<file path="src/rtl/mips_mem_arbiter.sv">
// Purpose : share one single-port memory bus between the fetch and data ports of a Harvard MIPS core.
// Latency : 3 clocks per non-memory instruction and 4 per load/store at zero wait; each waitrequest cycle adds one.
// Backpressure: strobes are held while mem_waitrequest is high, and dropped (bus_timeout set) after MAX_WAIT waits.
// Optional: define MEM_ARB_STATS_EN to add the stall_count / instr_count statistics outputs.
module mips_mem_arbiter #(
    parameter int MAX_WAIT = 1023
) (
    input  logic        clk,
    input  logic        reset,
    output logic        clk_enable,
    input  logic [31:0] instr_address,
    output logic [31:0] instr_readdata,
    input  logic [31:0] data_address,
    input  logic        data_read,
    input  logic        data_write,
    input  logic [31:0] data_writedata,
    output logic [31:0] data_readdata,
    output logic [31:0] mem_address,
    output logic        mem_read,
    output logic        mem_write,
    output logic [31:0] mem_writedata,
    input  logic        mem_waitrequest,
    input  logic [31:0] mem_readdata,
`ifdef MEM_ARB_STATS_EN
    output logic [31:0] stall_count,
    output logic [31:0] instr_count,
`endif
    output logic        bus_timeout,
    output logic        protocol_error
);

    localparam int CW = (MAX_WAIT < 1) ? 1 : $clog2(MAX_WAIT + 1);
    localparam logic [CW-1:0] WAIT_LAST = CW'(MAX_WAIT - 1);

    // S_DECODE is the cycle after the fetch is accepted: the CPU decodes the
    // freshly registered instruction and drives data_read/data_write from it.
    typedef enum logic [1:0] {
        S_FETCH  = 2'd0,
        S_DECODE = 2'd1,
        S_DATA   = 2'd2,
        S_READY  = 2'd3
    } state_t;

    state_t        state_q, state_d;
    logic [CW-1:0] wait_q, wait_d;
    logic [31:0]   instr_q, instr_d;
    logic [31:0]   data_q, data_d;
    logic          tout_q, tout_d;
    logic          perr_q, perr_d;

    // State register and captured data; synchronous reset aborts any access.
    always_ff @(posedge clk) begin
        if (reset) begin
            state_q <= S_FETCH;
            wait_q  <= '0;
            instr_q <= '0;
            data_q  <= '0;
            tout_q  <= 1'b0;
            perr_q  <= 1'b0;
        end else begin
            state_q <= state_d;
            wait_q  <= wait_d;
            instr_q <= instr_d;
            data_q  <= data_d;
            tout_q  <= tout_d;
            perr_q  <= perr_d;
        end
    end

    // Next-state, wait counting, data capture and sticky error flags.
    always_comb begin
        state_d = state_q;
        wait_d  = wait_q;
        instr_d = instr_q;
        data_d  = data_q;
        tout_d  = tout_q;
        perr_d  = perr_q;
        unique case (state_q)
            S_FETCH: begin
                if (!mem_waitrequest) begin
                    instr_d = mem_readdata;
                    state_d = S_DECODE;
                end else if (wait_q == WAIT_LAST) begin
                    tout_d  = 1'b1;
                    state_d = S_READY;
                end else begin
                    wait_d = wait_q + CW'(1);
                end
            end
            S_DECODE: begin
                state_d = (data_read || data_write) ? S_DATA : S_READY;
            end
            S_DATA: begin
                // Conflicting request: the store is issued, the load is dropped.
                if (data_read && data_write) begin
                    perr_d = 1'b1;
                end
                if (!mem_waitrequest) begin
                    if (data_read && !data_write) begin
                        data_d = mem_readdata;
                    end
                    state_d = S_READY;
                end else if (wait_q == WAIT_LAST) begin
                    tout_d  = 1'b1;
                    state_d = S_READY;
                end else begin
                    wait_d = wait_q + CW'(1);
                end
            end
            S_READY: begin
                state_d = S_FETCH;
            end
            default: begin
                state_d = S_FETCH;
            end
        endcase
        // The wait budget is per access, so any state change restarts it.
        if (state_d != state_q) begin
            wait_d = '0;
        end
    end

    // Bus strobes and the CPU advance pulse, all forced low while in reset.
    always_comb begin
        mem_address   = instr_address;
        mem_writedata = data_writedata;
        mem_read      = 1'b0;
        mem_write     = 1'b0;
        clk_enable    = 1'b0;
        unique case (state_q)
            S_FETCH: begin
                mem_read = !reset;
            end
            S_DATA: begin
                mem_address = data_address;
                if (data_write) begin
                    mem_write = !reset;
                end else if (data_read) begin
                    mem_read = !reset;
                end
            end
            S_READY: begin
                clk_enable = !reset;
            end
            default: begin
                mem_read = 1'b0;
            end
        endcase
    end

    assign instr_readdata = instr_q;
    assign data_readdata  = data_q;
    assign bus_timeout    = tout_q;
    assign protocol_error = perr_q;

`ifdef MEM_ARB_STATS_EN
    logic [31:0] stall_q, stall_d;
    logic [31:0] icnt_q, icnt_d;

    // Free-running statistics; both wrap naturally at 2^32.
    always_comb begin
        stall_d = stall_q;
        icnt_d  = icnt_q;
        if (clk_enable) begin
            icnt_d = icnt_q + 32'd1;
        end else begin
            stall_d = stall_q + 32'd1;
        end
    end

    // Statistics registers.
    always_ff @(posedge clk) begin
        if (reset) begin
            stall_q <= '0;
            icnt_q  <= '0;
        end else begin
            stall_q <= stall_d;
            icnt_q  <= icnt_d;
        end
    end

    assign stall_count = stall_q;
    assign instr_count = icnt_q;
`endif

endmodule

</file>
<file path="config.mk">
export PLATFORM = sky130hd
export DESIGN_NAME = mips_mem_arbiter
export DESIGN_NICKNAME = d
export VERILOG_FILES = /design/src/rtl/mips_mem_arbiter.sv
export SDC_FILE = /design/constraint.sdc
export NUM_CORES = 1
export LEC_CHECK = 0
export BUFFER_PORTS_ARGS = -buffer_cell sky130_fd_sc_hd__buf_2
export CORE_MARGIN = 10
export CORE_UTILIZATION = 38
export CTS_BUF_LIST = sky130_fd_sc_hd__clkbuf_8
export DETAILED_ROUTE_END_ITERATION = 8
export GPL_TIMING_DRIVEN = 0
export PLACE_DENSITY_LB_ADDON = 0.2
export SLEW_MARGIN = 20
export SYNTH_ARGS = -nofsm -noshare
export SYNTH_HDL_FRONTEND = slang
export SYNTH_SLANG_ARGS = --single-unit
</file>
<file path="constraint.sdc">
create_clock -name clk -period 2.2 [get_ports clk]
set_input_delay 0.33 -clock clk [delete_from_list [all_inputs] [get_ports clk]]
set_output_delay 0.33 -clock clk [all_outputs]
set_load 0.05 [all_outputs]
</file>
After elaboration in Yosys (flattened, before gate mapping)
Cells that the tools add are included.
- reduce and logical (&&, ||, !) cells: 13
- multipliers: 0
- bitwise operators: 2
- mux-type cells: 12
- shifts and indexed selects: 0
- equality and inequality tests: 5
- add/subtract/negate cells: 1
- order comparisons: 0
- divide/modulo/power cells: 0
- operator list (cell ; count):
    $mux W32 ; 1
    $add A10 B1 Y10 const B ; 1
    $eq A10 B10 Y1 const B ; 1
    $reduce_and A3 Y1 ; 3
    $pmux W2 S4 ; 1
    $mux W1 ; 6
    $mux W2 ; 3
    $eq A2 B2 Y1 const B ; 2
    $reduce_and A2 Y1 ; 2
    $reduce_or A2 Y1 ; 2
    $eq A2 B1 Y1 const B ; 1
    $logic_and A1 B1 Y1 ; 2
    $logic_not A1 Y1 ; 2
    $logic_not A2 Y1 ; 1
    $ne A2 B2 Y1 ; 1
    $not A1 Y1 ; 2
    $pmux W1 S2 ; 1
    $logic_or A1 B1 Y1 ; 1
- register bits after elaboration: 78
- logic and storage cells: 39
- memories kept: 0
- bits of input ports: 133
- memory bits (writable): 0
- memory bits (read-only): 0
- bits in latches: 0

Depth between registers and ports, before layout
- word-level depth: 6
- gate-level depth with buffers: 8
- depth with buffers taken out: 6

Worst setup path before layout
Ideal clock, no wire load.
- path type: register to output
- start point: reg state_q[1]
- end point: out mem_write
- data arrival time: 1.900 ns
- stages on the path, launching flop included: 6
- buffers on the path: 2
- slack: -0.030 ns
- required time: 1.870 ns
- cells stage by stage: dfxtp_1 > ha_1 > buf_2 > buf_1 > nand2_1 > nor2_1
- longest elaborated chain between the ends: 2
- ends and longest elaborated chain (what ; RTL line ; text):
    start: declaration ; 44 ; state_t state_q, state_d;
    start signal: assignment ; 61 ; state_q <= state_d;
    $eq A2 B2 Y1 ; 130 ; unique case (state_q)
    $mux W1 ; 130 ;
    end: declaration ; 20 ; output logic mem_write,
No other way between the ends.

Final worst setup path
- start point: reg state_q[0]
- end point: out mem_address[19]
- longest elaborated chain between the ends: 2
- ends and longest elaborated chain (what ; RTL line ; text):
    $eq A2 B2 Y1 ; 130 ;
    $mux W32 ; 130 ;
    end: declaration ; 18 ; output logic [31:0] mem_address,
No other way between the ends.

==> impl_results.md <==
- DP Worst Slack: -0.2914 ns
- Synth area leaders: dfxtp_1, nand2_1, mux2_2
- PortBufs: 231
- Synthesized Nets: 591
- TritonCTS clock tree: done
- Top Metal Used: met4
- Largest net degree at the start of global routing: 15
- Vias post-DR: 3900
- #FFs+latches synth: 78
- Cells after synthesis: 452
- Area of the multi-input gates: 1775 um^2
- DRC marker count from the first detailed-route iteration: 197
- CTS buffer count: 9
- Post-synthesis sequential area ratio: 42.45%
- Startpoint types: flip-flop
- Root buf cell: clkbuf_8
- Register area: 1567 um^2
- Area leader, netlist: dfxtp_1
- Vias in the first global route: 3941
- Rel. slew slack: 50.27%
- CORE AREA: 9328 um^2
- Router iterations before antenna repair: 4
- Hold Crit Class: in2reg
- DIE HEIGHT: 118.4 um
- Clock buffer depth: 2
- Clock Skew: 0.009257 ns
- Wl on met1: 6.022 mm
- Cell Area, Synth: 3679 um^2
- Post-layout net count: 835
- Initial antenna violation count: 0
- GRT Total Usage: 18.69%
- Unrepaired setup endpoints after global routing: true
- # clock sinks: 78
- Asr flop ratio synth: 0%
- Final slew viol count: 0
- Synth cell types: 45
- Drc violations: 0
- Final setup violating endpoints: 0
- Std cell rows: 35
- Post-synth top cells: nand2_1, dfxtp_1, a21oi_1, buf_4, mux2_2
- Crit path required time: 1.87 ns
- Final period utilization: 98.30%
- Top Ports: 266
- Most common cell in the netlist: nand2_1
- GPL Wtd Cong: 0.8470
- WL final: 13.98 mm
- Die area: 14020 um^2
- Fmax: 462.4 MHz
- Critical Path End Type: output port
- Maxcap violations: 0
- Crit Path Class: reg2out
- Synthesized area per cell: 8.138 um^2
- Die W: 118.4 um
- Outcome: finished, final reports clean
- Crit-path max FO: 10
- Post-synth top flop: dfxtp_1
- P_leak: 2.489 nW
- Slew @ Worst Pin: 0.7403 ns
- Number of enable flip-flop cells after synthesis: 0
- Area delta synth->final: 46.29%
- Drt wl/cell: 16.82 um
- Met2 WL post-DR: 7.025 mm
- Final hold slack: 0.2251 ns
- Crit path arrival time: 1.83 ns
- First-pass GRT wire length: 21.51 mm
- Worst-path clk slew: 0.09 ns
- Power Density: 693.7 nW/um^2
- Aggregate global routing overflow: 0
- Final hold violations: 0
- Fillers: 894
- Starting Density: 39.44%
- Min cycle time layout: 2.163 ns
- Htree depth: 3
- Final setup margin: 0.03737 ns
- DPL Wire Length: 11.50 mm
- Skew-Pair Late Insertion Delay: 0.34 ns
- Post-route ant nets: 0
- Share of the synthesized area in the top cell type: 42.45%
- Layout cell share with drive strength beyond 1: 48.07%
- DR WL met3: 907 um
- Peak supply drop: 0.2803 mV
- DR vias/cell: 4.693
- Synth warn: 0
-- worst max-delay path, cell delays in order (launching register included) --
cell	delay, ns
dfxtp_2	0.37
inv_2	0.10
ha_4	0.18
buf_12	0.14
buf_8	0.14
mux2_2	0.34
buf_2	0.22
-- metal layers --
layer,up-vias,global-route usage (%)
met3,2,5.093
li1,1970,-
met1,1812,22.29
met5,-,0
met2,116,32.79
met4,0,3.893
-- registers in the layout, summed over array words and instances, names as in the netlist --
signal / cells
instr_readdata: 32
state_q: 2
data_readdata: 32
wait_q: 10
protocol_error: 1
bus_timeout: 1
-- area by class of cell --
type	instances	share of cell area (%)
inverter	6	0.4185
antenna	1	0.04650
clock inverter	7	1.790
timing repair buffer	234	22.88
sequential	78	29.11
clock buffer	9	2.302
multi-input combinational	307	32.99
buffer	60	7.463
tap	129	2.999
-- logic make-up after synthesis --
group,share of synthesized area (%)
adders and majority gates,2.041
DFF,42.45
muxes,10.48
xor gates and xnor gates,0.4763
buffers and inverters,10.48
and+or+nand+nor,20.88
AOI/OAI and AO/OA,13.20
-- worst paths after layout --
check               startpoint                end  slack, ns  cells past startpoint
max reg2reg         state_q[0]          wait_q[1]       0.06                      6
max                 state_q[0]    mem_address[19]       0.04                      6
min reg2reg  data_readdata[25]  data_readdata[25]       0.45                      2
min           mem_readdata[16]  data_readdata[16]       0.23                      3
-- cells in the final DEF (no fill, tap or decap), drive strengths merged, types with 2 or more instances in the layout --
master | Yosys | layout
nor3b | 2 | 2
nand3 | 2 | 2
dfxtp | 78 | 78
a21oi | 68 | 68
a211oi | 5 | 5
o21ai | 2 | 2
o31ai | 3 | 3
clkbuf | 22 | 31
bufinv | 0 | 2
nand2 | 138 | 138
nor4 | 3 | 3
o21bai | 2 | 2
nor2 | 10 | 10
buf | 39 | 272
or4 | 4 | 4
ha | 6 | 6
nor2b | 2 | 2
or3 | 3 | 3
nor3 | 7 | 7
mux2 | 33 | 33
clkinv | 0 | 4
inv | 6 | 7
-- report_power, final --
group          switching, mW  internal, mW
Clock                  0.544         0.643
Sequential            0.0326          1.46
Combinational          0.720         0.330
-- stage by stage --
| step | setup TNS (ns) | power [mW] | std cells | utilization (%) | instance area (um^2) |
|---|---|---|---|---|---|
| after detailed placement | -6.083 | 2.543 | 812 | 53.59 | 4999 |
| after CTS | 0 | 3.757 | 828 | 57.09 | 5325 |
| after floorplan | 0 | 2.257 | 452 | - | 3681 |
| after global routing | -0.1542 | 3.883 | 830 | 57.67 | 5379 |
| after global placement | -4.847 | 2.529 | 812 | 53.59 | 4999 |
| final | 0 | 3.733 | 831 | 57.69 | 5381 |
-- what timing repair did --
action / 4_1_cts / 5_1_grt
buffers inserted: 0 / 3
hold buffers: 0 / 0
resized for setup: 37 / 16
pin swaps: 0 / 3
setup endpoints to repair: 43 / 34
No activity file was read; power rests on OpenSTA's default activity.
